**src/rtl/rx_eyeq_pkg.sv**
```systemverilog
// ============================================================================
// Module      : rx_eyeq_pkg
// Description : Shared types for the RX eye-quality handshake controller:
//               PHY eye-Q mode, powerdown encoding and controller FSM states.
// Revision    : 1.0 - initial release
// ============================================================================
`default_nettype none

package rx_eyeq_pkg;

  localparam int EYEQMODE_W  = 2;
  localparam int POWERDOWN_W = 2;

  typedef enum logic [EYEQMODE_W-1:0] {
    EYEQ_MODE_OFF   = 2'd0,
    STARTUP_NRZ_DDR = 2'd1,
    STARTUP_NRZ_SDR = 2'd2,
    PERIODIC_NRZ    = 2'd3
  } eyeqmode_t;

  typedef enum logic [POWERDOWN_W-1:0] {
    POWERDOWN_NORMAL = 2'd0,
    POWERDOWN_COMA   = 2'd1,
    POWERDOWN_P1     = 2'd2,
    POWERDOWN_P2     = 2'd3
  } powerdown_t;

  typedef enum logic [2:0] {
    ST_IDLE    = 3'd0,
    ST_PRECHK  = 3'd1,
    ST_REQ     = 3'd2,
    ST_RELEASE = 3'd3,
    ST_FINISH  = 3'd4
  } eyeq_state_t;

endpackage

`default_nettype wire

```
**src/rtl/rx_eyeq_ctrl_if.sv**
```systemverilog
// ============================================================================
// Module      : rx_eyeq_ctrl_if
// Description : Bundle of control-side and PHY-side signals of the eye-Q
//               controller. slave = controller view, master = its environment.
// Revision    : 1.0 - initial release
// ============================================================================
`default_nettype none

interface rx_eyeq_ctrl_if
  import rx_eyeq_pkg::*;
#(
  parameter int NUM_LANES = 4,
  parameter int METRIC_W  = 8,
  parameter int TIMEOUT_W = 16
) ();

  logic                          start_i;
  eyeqmode_t                     mode_i;
  logic [NUM_LANES-1:0]          lane_en_i;
  powerdown_t                    rxpdwn_i;
  logic [TIMEOUT_W-1:0]          timeout_i;
  logic [NUM_LANES-1:0]          rxeyeqdone_i;
  logic [NUM_LANES*METRIC_W-1:0] rxeyeq_i;

  logic [NUM_LANES-1:0]          rxeyeqreq_o;
  eyeqmode_t                     rxeyeqmode_o;
  logic [NUM_LANES*METRIC_W-1:0] metric_o;
  logic                          busy_o;
  logic                          complete_o;
  logic                          error_o;
  logic [NUM_LANES-1:0]          fail_mask_o;

  modport slave (
    input  start_i, mode_i, lane_en_i, rxpdwn_i, timeout_i, rxeyeqdone_i, rxeyeq_i,
    output rxeyeqreq_o, rxeyeqmode_o, metric_o, busy_o, complete_o, error_o, fail_mask_o
  );

  modport master (
    output start_i, mode_i, lane_en_i, rxpdwn_i, timeout_i, rxeyeqdone_i, rxeyeq_i,
    input  rxeyeqreq_o, rxeyeqmode_o, metric_o, busy_o, complete_o, error_o, fail_mask_o
  );

endinterface

`default_nettype wire

```
**src/rtl/rx_eyeq_lane.sv**
```systemverilog
// ============================================================================
// Module      : rx_eyeq_lane
// Description : Per-lane slice: request register, metric capture register and
//               detection of a done rising on a lane not taking part.
// Revision    : 1.0 - initial release
// ============================================================================
`default_nettype none

module rx_eyeq_lane #(
  parameter int METRIC_W = 8
) (
  input  logic                clk,
  input  logic                rst_n,
  input  logic                i_en,
  input  logic                i_req_on,
  input  logic                i_capture,
  input  logic                i_track,
  input  logic                i_done,
  input  logic [METRIC_W-1:0] i_metric,
  output logic                o_req,
  output logic [METRIC_W-1:0] o_metric,
  output logic                o_stray
);

  logic                r_req;
  logic [METRIC_W-1:0] r_metric;
  logic                r_done_d;

  // Request may only rise while done is low; once up it holds until released.
  always_ff @(posedge clk) begin
    if (!rst_n) begin
      r_req    <= 1'b0;
      r_metric <= '0;
      r_done_d <= 1'b0;
    end else begin
      r_req    <= i_req_on & i_en & (r_req | ~i_done);
      r_done_d <= i_done;
      if (i_capture && i_en) begin
        r_metric <= i_metric;
      end
    end
  end

  assign o_req    = r_req;
  assign o_metric = r_metric;
  assign o_stray  = i_track & ~i_en & i_done & ~r_done_d;

endmodule

`default_nettype wire

```
**src/rtl/rx_eyeq_ctrl.sv**
```systemverilog
// ============================================================================
// Module      : rx_eyeq_ctrl
// Description : Runs one PHY eye-quality request/done handshake across the
//               enabled RX lanes and captures their eye metrics.
//               Optional macro RX_EYEQ_TIMEOUT_EN adds a per-phase timeout.
// Revision    : 1.0 - initial release
// ============================================================================
`default_nettype none

module rx_eyeq_ctrl
  import rx_eyeq_pkg::*;
#(
  parameter int NUM_LANES = 4,
  parameter int METRIC_W  = 8,
  parameter int TIMEOUT_W = 16
) (
  input  logic          clk,
  input  logic          rst_n,
  rx_eyeq_ctrl_if.slave bus
);

  eyeq_state_t                   r_state;
  eyeq_state_t                   w_state_nxt;
  eyeqmode_t                     r_mode;
  logic [NUM_LANES-1:0]          r_mask;
  logic [NUM_LANES-1:0]          r_fail;
  logic [NUM_LANES-1:0]          w_fail_nxt;
  logic                          r_err_pulse;
  logic [NUM_LANES-1:0]          w_done_en;
  logic                          w_all_done;
  logic                          w_none_done;
  logic                          w_pd_normal;
  logic                          w_start_ok;
  logic                          w_pd_err;
  logic                          w_abort;
  logic                          w_capture;
  logic                          w_timeout;
  logic                          w_to_hit;
  logic [NUM_LANES-1:0]          w_to_mask;
  logic                          w_busy;
  logic                          w_req_on;
  logic [NUM_LANES-1:0]          w_req;
  logic [NUM_LANES-1:0]          w_stray;
  logic [NUM_LANES*METRIC_W-1:0] w_metric;

  assign w_done_en   = bus.rxeyeqdone_i & r_mask;
  assign w_all_done  = (w_done_en == r_mask);
  assign w_none_done = (w_done_en == '0);
  assign w_pd_normal = (bus.rxpdwn_i == POWERDOWN_NORMAL);
  assign w_busy      = (r_state != ST_IDLE);

`ifdef RX_EYEQ_TIMEOUT_EN
  logic [TIMEOUT_W-1:0] r_cnt;
  logic                 w_in_wait;

  assign w_in_wait = (r_state == ST_PRECHK) || (r_state == ST_REQ) || (r_state == ST_RELEASE);
  assign w_to_hit  = w_in_wait && (bus.timeout_i != '0) && (r_cnt == bus.timeout_i);

  // Lanes that have not yet met the wait condition of the current phase.
  always_comb begin
    w_to_mask = '0;
    case (r_state)
      ST_PRECHK:  w_to_mask = w_done_en;
      ST_REQ:     w_to_mask = r_mask & ~bus.rxeyeqdone_i;
      ST_RELEASE: w_to_mask = w_done_en;
      default:    w_to_mask = '0;
    endcase
  end

  // Phase cycle counter: restarts on every state change, saturates at all-ones.
  always_ff @(posedge clk) begin
    if (!rst_n) begin
      r_cnt <= '0;
    end else if (w_state_nxt != r_state) begin
      r_cnt <= '0;
    end else if (w_in_wait && (r_cnt != {TIMEOUT_W{1'b1}})) begin
      r_cnt <= r_cnt + 1'b1;
    end
  end
`else
  logic w_unused_timeout;

  assign w_to_hit         = 1'b0;
  assign w_to_mask        = '0;
  assign w_unused_timeout = ^bus.timeout_i;
`endif

  // Handshake sequencing; an expired phase timeout overrides a stalled state.
  always_comb begin
    w_state_nxt = r_state;
    w_start_ok  = 1'b0;
    w_pd_err    = 1'b0;
    w_abort     = 1'b0;
    w_capture   = 1'b0;
    w_timeout   = 1'b0;
    case (r_state)
      ST_IDLE: begin
        if (bus.start_i) begin
          if (!w_pd_normal) begin
            w_pd_err = 1'b1;
          end else begin
            w_start_ok  = 1'b1;
            w_state_nxt = (bus.lane_en_i == '0) ? ST_FINISH : ST_PRECHK;
          end
        end
      end
      ST_PRECHK: begin
        if (w_none_done) w_state_nxt = ST_REQ;
      end
      ST_REQ: begin
        if (!w_pd_normal) begin
          w_abort     = 1'b1;
          w_state_nxt = ST_RELEASE;
        end else if (w_all_done) begin
          w_capture   = 1'b1;
          w_state_nxt = ST_RELEASE;
        end
      end
      ST_RELEASE: begin
        if (w_none_done) w_state_nxt = ST_FINISH;
      end
      ST_FINISH: w_state_nxt = ST_IDLE;
      default:   w_state_nxt = ST_IDLE;
    endcase
    if (w_to_hit && (w_state_nxt == r_state)) begin
      w_timeout   = 1'b1;
      w_state_nxt = ST_IDLE;
    end
  end

  // Failing-lane record: cleared per handshake, loaded by immediate errors,
  // accumulated from stray dones; a powerdown abort blames every enabled lane.
  always_comb begin
    w_fail_nxt = r_fail | w_stray;
    if (w_start_ok)     w_fail_nxt = '0;
    else if (w_pd_err)  w_fail_nxt = bus.lane_en_i;
    else if (w_timeout) w_fail_nxt = w_to_mask;
    else if (w_abort)   w_fail_nxt = r_fail | r_mask | w_stray;
  end

  // State, latched request context and error bookkeeping.
  always_ff @(posedge clk) begin
    if (!rst_n) begin
      r_state     <= ST_IDLE;
      r_mode      <= EYEQ_MODE_OFF;
      r_mask      <= '0;
      r_fail      <= '0;
      r_err_pulse <= 1'b0;
    end else begin
      r_state     <= w_state_nxt;
      r_fail      <= w_fail_nxt;
      r_err_pulse <= w_pd_err | w_timeout;
      if (w_start_ok) begin
        r_mode <= bus.mode_i;
        r_mask <= bus.lane_en_i;
      end else if ((r_state == ST_FINISH) || w_timeout) begin
        r_mode <= EYEQ_MODE_OFF;
        r_mask <= '0;
      end
    end
  end

  assign w_req_on = (r_state == ST_REQ) && (w_state_nxt == ST_REQ);

  generate
    for (genvar k = 0; k < NUM_LANES; k++) begin : g_lane
      rx_eyeq_lane #(
        .METRIC_W (METRIC_W)
      ) u_lane (
        .clk       (clk),
        .rst_n     (rst_n),
        .i_en      (r_mask[k]),
        .i_req_on  (w_req_on),
        .i_capture (w_capture),
        .i_track   (w_busy),
        .i_done    (bus.rxeyeqdone_i[k]),
        .i_metric  (bus.rxeyeq_i[k*METRIC_W +: METRIC_W]),
        .o_req     (w_req[k]),
        .o_metric  (w_metric[k*METRIC_W +: METRIC_W]),
        .o_stray   (w_stray[k])
      );
    end
  endgenerate

  assign bus.rxeyeqreq_o  = w_req;
  assign bus.rxeyeqmode_o = r_mode;
  assign bus.metric_o     = w_metric;
  assign bus.busy_o       = w_busy;
  assign bus.complete_o   = (r_state == ST_FINISH) && (r_fail == '0);
  assign bus.error_o      = r_err_pulse || ((r_state == ST_FINISH) && (r_fail != '0));
  assign bus.fail_mask_o  = r_fail;

endmodule

`default_nettype wire
```
**src/flat_wrapper.sv**
```systemverilog
// flat-port wrapper written by rule: the top's interface ports become plain ports
module rx_eyeq_ctrl_flat import rx_eyeq_pkg::*;
#(
  parameter int NUM_LANES = 4,
  parameter int METRIC_W  = 8,
  parameter int TIMEOUT_W = 16
)
  (clk, rst_n, bus_start_i, bus_mode_i, bus_lane_en_i, bus_rxpdwn_i, bus_timeout_i, bus_rxeyeqdone_i, bus_rxeyeq_i, bus_rxeyeqreq_o, bus_rxeyeqmode_o, bus_metric_o, bus_busy_o, bus_complete_o, bus_error_o, bus_fail_mask_o);
  rx_eyeq_ctrl_if #(.NUM_LANES(NUM_LANES), .METRIC_W(METRIC_W), .TIMEOUT_W(TIMEOUT_W)) bus_i ();
  input  logic clk;
  input  logic rst_n;
  input wire logic [$bits(bus_i.start_i)-1:0] bus_start_i;
  input wire logic [$bits(bus_i.mode_i)-1:0] bus_mode_i;
  input wire logic [$bits(bus_i.lane_en_i)-1:0] bus_lane_en_i;
  input wire logic [$bits(bus_i.rxpdwn_i)-1:0] bus_rxpdwn_i;
  input wire logic [$bits(bus_i.timeout_i)-1:0] bus_timeout_i;
  input wire logic [$bits(bus_i.rxeyeqdone_i)-1:0] bus_rxeyeqdone_i;
  input wire logic [$bits(bus_i.rxeyeq_i)-1:0] bus_rxeyeq_i;
  output wire logic [$bits(bus_i.rxeyeqreq_o)-1:0] bus_rxeyeqreq_o;
  output wire logic [$bits(bus_i.rxeyeqmode_o)-1:0] bus_rxeyeqmode_o;
  output wire logic [$bits(bus_i.metric_o)-1:0] bus_metric_o;
  output wire logic [$bits(bus_i.busy_o)-1:0] bus_busy_o;
  output wire logic [$bits(bus_i.complete_o)-1:0] bus_complete_o;
  output wire logic [$bits(bus_i.error_o)-1:0] bus_error_o;
  output wire logic [$bits(bus_i.fail_mask_o)-1:0] bus_fail_mask_o;
  assign bus_i.start_i = bus_start_i;
  assign bus_i.mode_i = bus_mode_i;
  assign bus_i.lane_en_i = bus_lane_en_i;
  assign bus_i.rxpdwn_i = bus_rxpdwn_i;
  assign bus_i.timeout_i = bus_timeout_i;
  assign bus_i.rxeyeqdone_i = bus_rxeyeqdone_i;
  assign bus_i.rxeyeq_i = bus_rxeyeq_i;
  assign bus_rxeyeqreq_o = bus_i.rxeyeqreq_o;
  assign bus_rxeyeqmode_o = bus_i.rxeyeqmode_o;
  assign bus_metric_o = bus_i.metric_o;
  assign bus_busy_o = bus_i.busy_o;
  assign bus_complete_o = bus_i.complete_o;
  assign bus_error_o = bus_i.error_o;
  assign bus_fail_mask_o = bus_i.fail_mask_o;
  rx_eyeq_ctrl #(.NUM_LANES(NUM_LANES), .METRIC_W(METRIC_W), .TIMEOUT_W(TIMEOUT_W)) u_core (.clk(clk), .rst_n(rst_n), .bus(bus_i));
endmodule
```
**config.mk**
```make
export PLATFORM = sky130hd
export DESIGN_NAME = rx_eyeq_ctrl_flat
export DESIGN_NICKNAME = d
export VERILOG_FILES = /design/src/rtl/rx_eyeq_pkg.sv /design/src/rtl/rx_eyeq_ctrl_if.sv /design/src/rtl/rx_eyeq_lane.sv /design/src/rtl/rx_eyeq_ctrl.sv /design/src/flat_wrapper.sv
export SDC_FILE = /design/constraint.sdc
export NUM_CORES = 1
export LEC_CHECK = 0
export BUFFER_PORTS_ARGS = -buffer_cell sky130_fd_sc_hd__buf_2
export CAP_MARGIN = 10
export CORE_MARGIN = 5
export CORE_UTILIZATION = 47
export CTS_CLUSTER_DIAMETER = 30
export DETAILED_ROUTE_END_ITERATION = 10
export PLACE_DENSITY = 0.81
export SYNTH_ARGS = -nofsm -noshare
export SYNTH_HDL_FRONTEND = slang
export SYNTH_SLANG_ARGS = --single-unit
```
**constraint.sdc**
```tcl
create_clock -name clk -period 1.9 [get_ports clk]
set_clock_uncertainty 0.05 [all_clocks]
set_input_delay 0.38 -clock clk [delete_from_list [all_inputs] [get_ports clk]]
set_output_delay 0.38 -clock clk [all_outputs]
set_load 0.05 [all_outputs]
```
-- Yosys cells after proc, flatten, opt, wreduce, memory -nomap -nowiden
Cells that the tools add are included.
- bits of input ports: 63
- bits in registers: 54
- output and inout bits: 45
- bitwise gates (word level): 41
- reductions and logical operators: 17
- equal/unequal tests: 6
- muxes and demuxes: 24
- operator list (cell ; number):
    $mux W3 ; 7
    $and A1 B1 Y1 ; 20
    $mux W4 ; 4
    $not A1 Y1 ; 13
    $logic_not A4 Y1 ; 3
    $or A4 B4 Y4 ; 3
    $pmux W3 S4 ; 1
    $mux W1 ; 10
    $eq A3 B2 Y1 const B ; 3
    $logic_and A1 B1 Y1 ; 7
    $and A4 B4 Y4 ; 1
    $eq A4 B4 Y1 ; 1
    $mux W2 ; 2
    $or A1 B1 Y1 ; 4
    $reduce_bool A4 Y1 ; 1
    $eq A3 B1 Y1 const B ; 1
    $eq A3 B3 Y1 const B ; 1
    $logic_not A3 Y1 ; 1
    $reduce_bool A3 Y1 ; 1
    $logic_not A2 Y1 ; 1
    $reduce_bool A2 Y1 ; 1
    $reduce_or A2 Y1 ; 1
    $logic_or A1 B1 Y1 ; 1

-- Depth between registers and ports, before layout
- word-level depth: 9
- depth in mapped cells: 6
- mapped depth without buffers: 4

-- By module
From an unflattened synthesis, not the netlist that was laid out.
- cell total of the unflattened synthesis: 265
- area total of the unflattened synthesis: 2437.3 sq um
- modules (own cells, without submodules) (module ; cells each ; times used ; area each (sq um) ; sequential area each (sq um)):
    rx_eyeq_lane ; 45 ; 4 ; 431.7 ; 200.2
    rx_eyeq_ctrl ; 85 ; 1 ; 710.7 ; 280.3

-- Least setup slack after synthesis
No wires, ideal clock.
- path type: register to output
- from: register u_core.r_fail[2], in the netlist u_core.bus.fail_mask_o[2]
- to: output port bus_complete_o
- path buffers: 0
- slack: -0.250 ns
- data arrival time: 1.720 ns
- cell stages (with the launch flop): 3
- cells stage by stage: dfxtp_1 or4_1 nor2_1
- cells in the longest elaborated chain, start to end: 2
- RTL lines (what ; RTL line ; source):
    start: declaration ; rx_eyeq_ctrl.sv:26 ; logic [NUM_LANES-1:0] r_fail;
    start signal: assignment ; rx_eyeq_ctrl.sv:151 ; r_fail <= w_fail_nxt;
    $logic_not A4 Y1 ; rx_eyeq_ctrl.sv:189 ; assign bus.complete_o = (r_state == ST_FINISH) && (r_fail == '0);
    $logic_and A1 B1 Y1 ; rx_eyeq_ctrl.sv:189 ;
    end: declaration ; flat_wrapper.sv:23 ; output wire logic [$bits(bus_i.complete_o)-1:0] bus_complete_o;
Every way passes these cells.

-- Worst setup path in the final report
- from: register u_core.r_fail[0], in the netlist u_core.bus.fail_mask_o[0]
- to: output port bus_error_o
- cells in the longest elaborated chain, start to end: 3
- RTL lines (what ; RTL line ; source):
    $reduce_bool A4 Y1 ; rx_eyeq_ctrl.sv:190 ; assign bus.error_o = r_err_pulse || ((r_state == ST_FINISH) && (r_fail != '0));
    $logic_and A1 B1 Y1 ; rx_eyeq_ctrl.sv:190 ;
    $logic_or A1 B1 Y1 ; rx_eyeq_ctrl.sv:190 ;
    end: declaration ; flat_wrapper.sv:24 ; output wire logic [$bits(bus_i.error_o)-1:0] bus_error_o;
Every way passes these cells.

==> results.tsv <==
stage	metric	value	unit
yosys	Main synth FF type	dfxtp_1	
pwr	Combinational Power Share	15.0	%
yosys	synth unique cells	37	
yosys	syn avg cell area	9.29	um^2
yosys	largest cells by area after synthesis	dfxtp_1 45%, mux2i_1 13%, nand2_1 12%, buf_12 2.5%, nand3_1 1.9%	
setup_path	reg2reg path depth	4	
detailed_routing	Final ANT Viol Nets	0	
setup_path	flop2flop setup slack	0.27	ns
floorplan	# rows	26	
finish	nets	413	
sta	# setup viols final	1	
clock_network	H-tree Lvls	2	
sta	setup tns final	-0.126	ns
grt	met2 Usage GRT	28.1	%
clock_network	CTS tree	yes	
yosys	synthesized area	2400	um^2
pwr	Clock power frac	33.6	%
grt	GRT Total Usage	16.7	%
detailed_routing	Post-route DRC	0	
grt	vias in the first global route	1943	
yosys	YS warnings	0	
pwr	switching share of power	26.6	%
clock_network	hold buffers post-CTS	0	
detailed_routing	DR vias/cell	4.88	
pwr	worst vdd ir	0.000425	V
pwr	Flop pwr share	51.4	%
sta	Slew @ Worst Pin	0.465	ns
clock_network	Root Buffer Master	clkbuf_8	
placement	PortBufs	91	
setup_path	CP endpoint kind	output port	
finish	design area	3050	um^2
sta	relative slew slack	68.9	%
clock_network	total CTS buffers	5	
detailed_routing	Routed WL	5540	um
yosys	Post-Synthesis Net Count	321	
floorplan	Starting Density	47.5	%
status	failing checks	negative setup slack	
grt	met3 GRT Util	4.71	%
pwr	pwr dens	755	nW/um^2
grt	routing usage on met1	20.7	%
floorplan	chip height	81.4	um
detailed_routing	1st-iter DRT viols	66	
floorplan	die footprint	6630	um^2
yosys	most frequent cells after synthesis	75 x nand2_1, 54 x dfxtp_1, 32 x mux2i_1	
grt	GR peak layer	met2	
setup_path	reg-to-reg critical path endpoint	u_core.g_lane[0].u_lane.o_metric[3]	
yosys	Post-synth EDFFs	0	
yosys	Yosys top cell area share	45.1	%
pwr	Pleak	1.42	nW
sta	RSZ-0062 raised after global routing	yes	
placement	HPWL Detailed	4220	um
flow_run	maxcap violations	0	
setup_path	Critical path origin	u_core.bus.fail_mask_o[0]	
placement	placed cell area	2870	um^2
finish	# diodes	0	
clock_network	clk slew on worst S/H paths	0.10	ns
detailed_routing	Initial DRT Pass Iterations	4	
yosys	most numerous cell in the Yosys netlist	nand2_1	
clock_network	clock latency on the worst-skew pair	0.30	ns
floorplan	I/O pin count	108	
sta	Peak Freq	494	MHz
hold_path	worst min-delay path class	primary input to register	
grt	largest net degree at the start of global routing	49	
clock_network	clock sinks	54	
pwr	NetSw	611	uW
setup_path	CP Data Arrival Time	1.60	ns
yosys	Post-Synthesis Cells	258	
status	run status	finished, violations left	
pwr	Int Pwr	1.69	mW
floorplan	Die X	81.4	um
finish	Final Core Density	60.4	%
finish	area added between synthesis and finish	27.0	%
sta	min cycle time layout	2.03	ns
sta	max-slew violations	0	
sta	Setup WS post-layout	-0.126	ns
setup_path	CP Launch Type	register	
finish	# fillers	441	
hold_path	WHS Endpoint	u_core.g_lane[3].u_lane.o_metric[2]	
floorplan	placeable core region	5040	um^2
setup_path	crit path max fanout	3	
yosys	Yosys top cell by area	dfxtp_1	
placement	Final Wtd Congestion	0.855	
sta	final hold slack	0.246	ns
placement	Place WS	0.0680	ns
grt	first-pass GRT wire length	8760	um
yosys	Synth Register Bits	54	
yosys	fraction of registers with async set/reset	0	%
hold_path	hold path cells	3	
setup_path	critical setup path kind	register to output port	
detailed_routing	drt wl/cell	13.2	um
setup_path	WP data required	1.47	ns
yosys	Seq/Total Area, Yosys	45.1	%
setup_path	Reg-to-Reg Start	u_core.r_state[1]	
sta	Final period util	107	%
clock_network	Longest Clk Path Bufs	2	
grt	grt total ovfl	0	
grt	initial antenna violation count	0	
finish	proportion of layout cells with a drive suffix above 1	37.6	%
hold_path	Worst Hold Launch	bus_rxeyeq_i[26]	
sta	Hold Fails Final Rpt	0	
detailed_routing	routed vias	2055	
## kinds of logic after synthesis
kind of cell / synth area share (%)
XOR/XNOR: 0.365
AO/OA/AOI/OAI: 6.73
flip-flops: 45.1
buffers and inverters: 6.21
multiplexers: 13.4
AND/OR/NAND/NOR: 28.2
## state kept, by name, summed over array words and instances (netlist names)
name and cells:
u_core.g_lane.u_lane.o_metric 32, u_core.bus.fail_mask_o 4, u_core.g_lane.u_lane.o_req 4, u_core.g_lane.u_lane.r_done_d 4, u_core.r_mask 4, u_core.r_state 3
u_core.bus.rxeyeqmode_o 2, u_core.r_err_pulse 1
## timing repair
action,in CTS,in global routing
endpoints found under the setup margin,2,4
setup buffers,0,4
gates resized for setup,8,1
pin swaps,2,1
hold endpoints to repair,0,0
## worst max path at each step
stage | to | slack, ns | depth (start not counted)
floorplan | bus_error_o | -0.01 | 2
CTS | bus_error_o | -0.14 | 3
finish | bus_error_o | -0.13 | 3
global route | bus_error_o | -0.16 | 3
global placement | bus_error_o | 0.08 | 3
detailed placement | bus_error_o | 0.07 | 3
## power by group through the flow
stage	Combinational (mW)	Sequential (mW)	Clock, mW
finish	0.344	1.18	0.773
global route	0.374	1.18	0.832
CTS	0.330	1.18	0.793
detailed placement	0.317	1.20	0
global placement	0.312	1.20	0
floorplan	0.167	1.25	0
## metrics by stage
| stage | power [mW] | std cells |
|---|---|---|
| 4_1_cts | 2.30 | 417 |
| 3_5_place_dp | 1.52 | 409 |
| 6_report | 2.30 | 421 |
| 2_1_floorplan | 1.41 | 258 |
| 3_3_place_gp | 1.51 | 409 |
| 5_1_grt | 2.39 | 421 |
## layout make-up
type                            instances  area (um^2)  share of cell area (%)
Timing Repair Buffer                  103          558                    18.3
Inverter                                3         11.3                   0.370
Tap cell                               70         87.6                    2.88
Clock inverter                          3         45.0                    1.48
Clock buffer                            5         68.8                    2.26
Multi-Input combinational cell        183         1190                    39.2
Sequential cell                        54         1080                    35.5
## routing by layer
layer  vias up  wire length (um)
li1       1057                 -
met1       906              2440
met2        81              2540
met3        11               491
met4         0                68
met5         -                 0
## cells in the final DEF, fill, tap and decap left out, types with 2 or more instances in the layout
master and count:
a211oi_1 4, a21oi_1 7, a22oi_1 2, a311oi_1 4
and2_1 4, and2b_4 2, and3_1 5, and3_4 3
buf_2 89, buf_4 12, buf_6 2, clkbuf_8 5
clkinvlp_4 2, dfxtp_1 53, inv_1 3, mux2i_1 32
nand2_1 74, nand2b_1 5, nand3_1 9, nand4_1 2
nor2_1 7, nor4b_1 4
## critical path, cell delays in order (launching register included)
cell and delay [ns]:
dfxtp_2 0.33, or4_4 0.57, a31o_4 0.25, buf_6 0.15
Note: power is estimated with default switching activity, not from simulation.
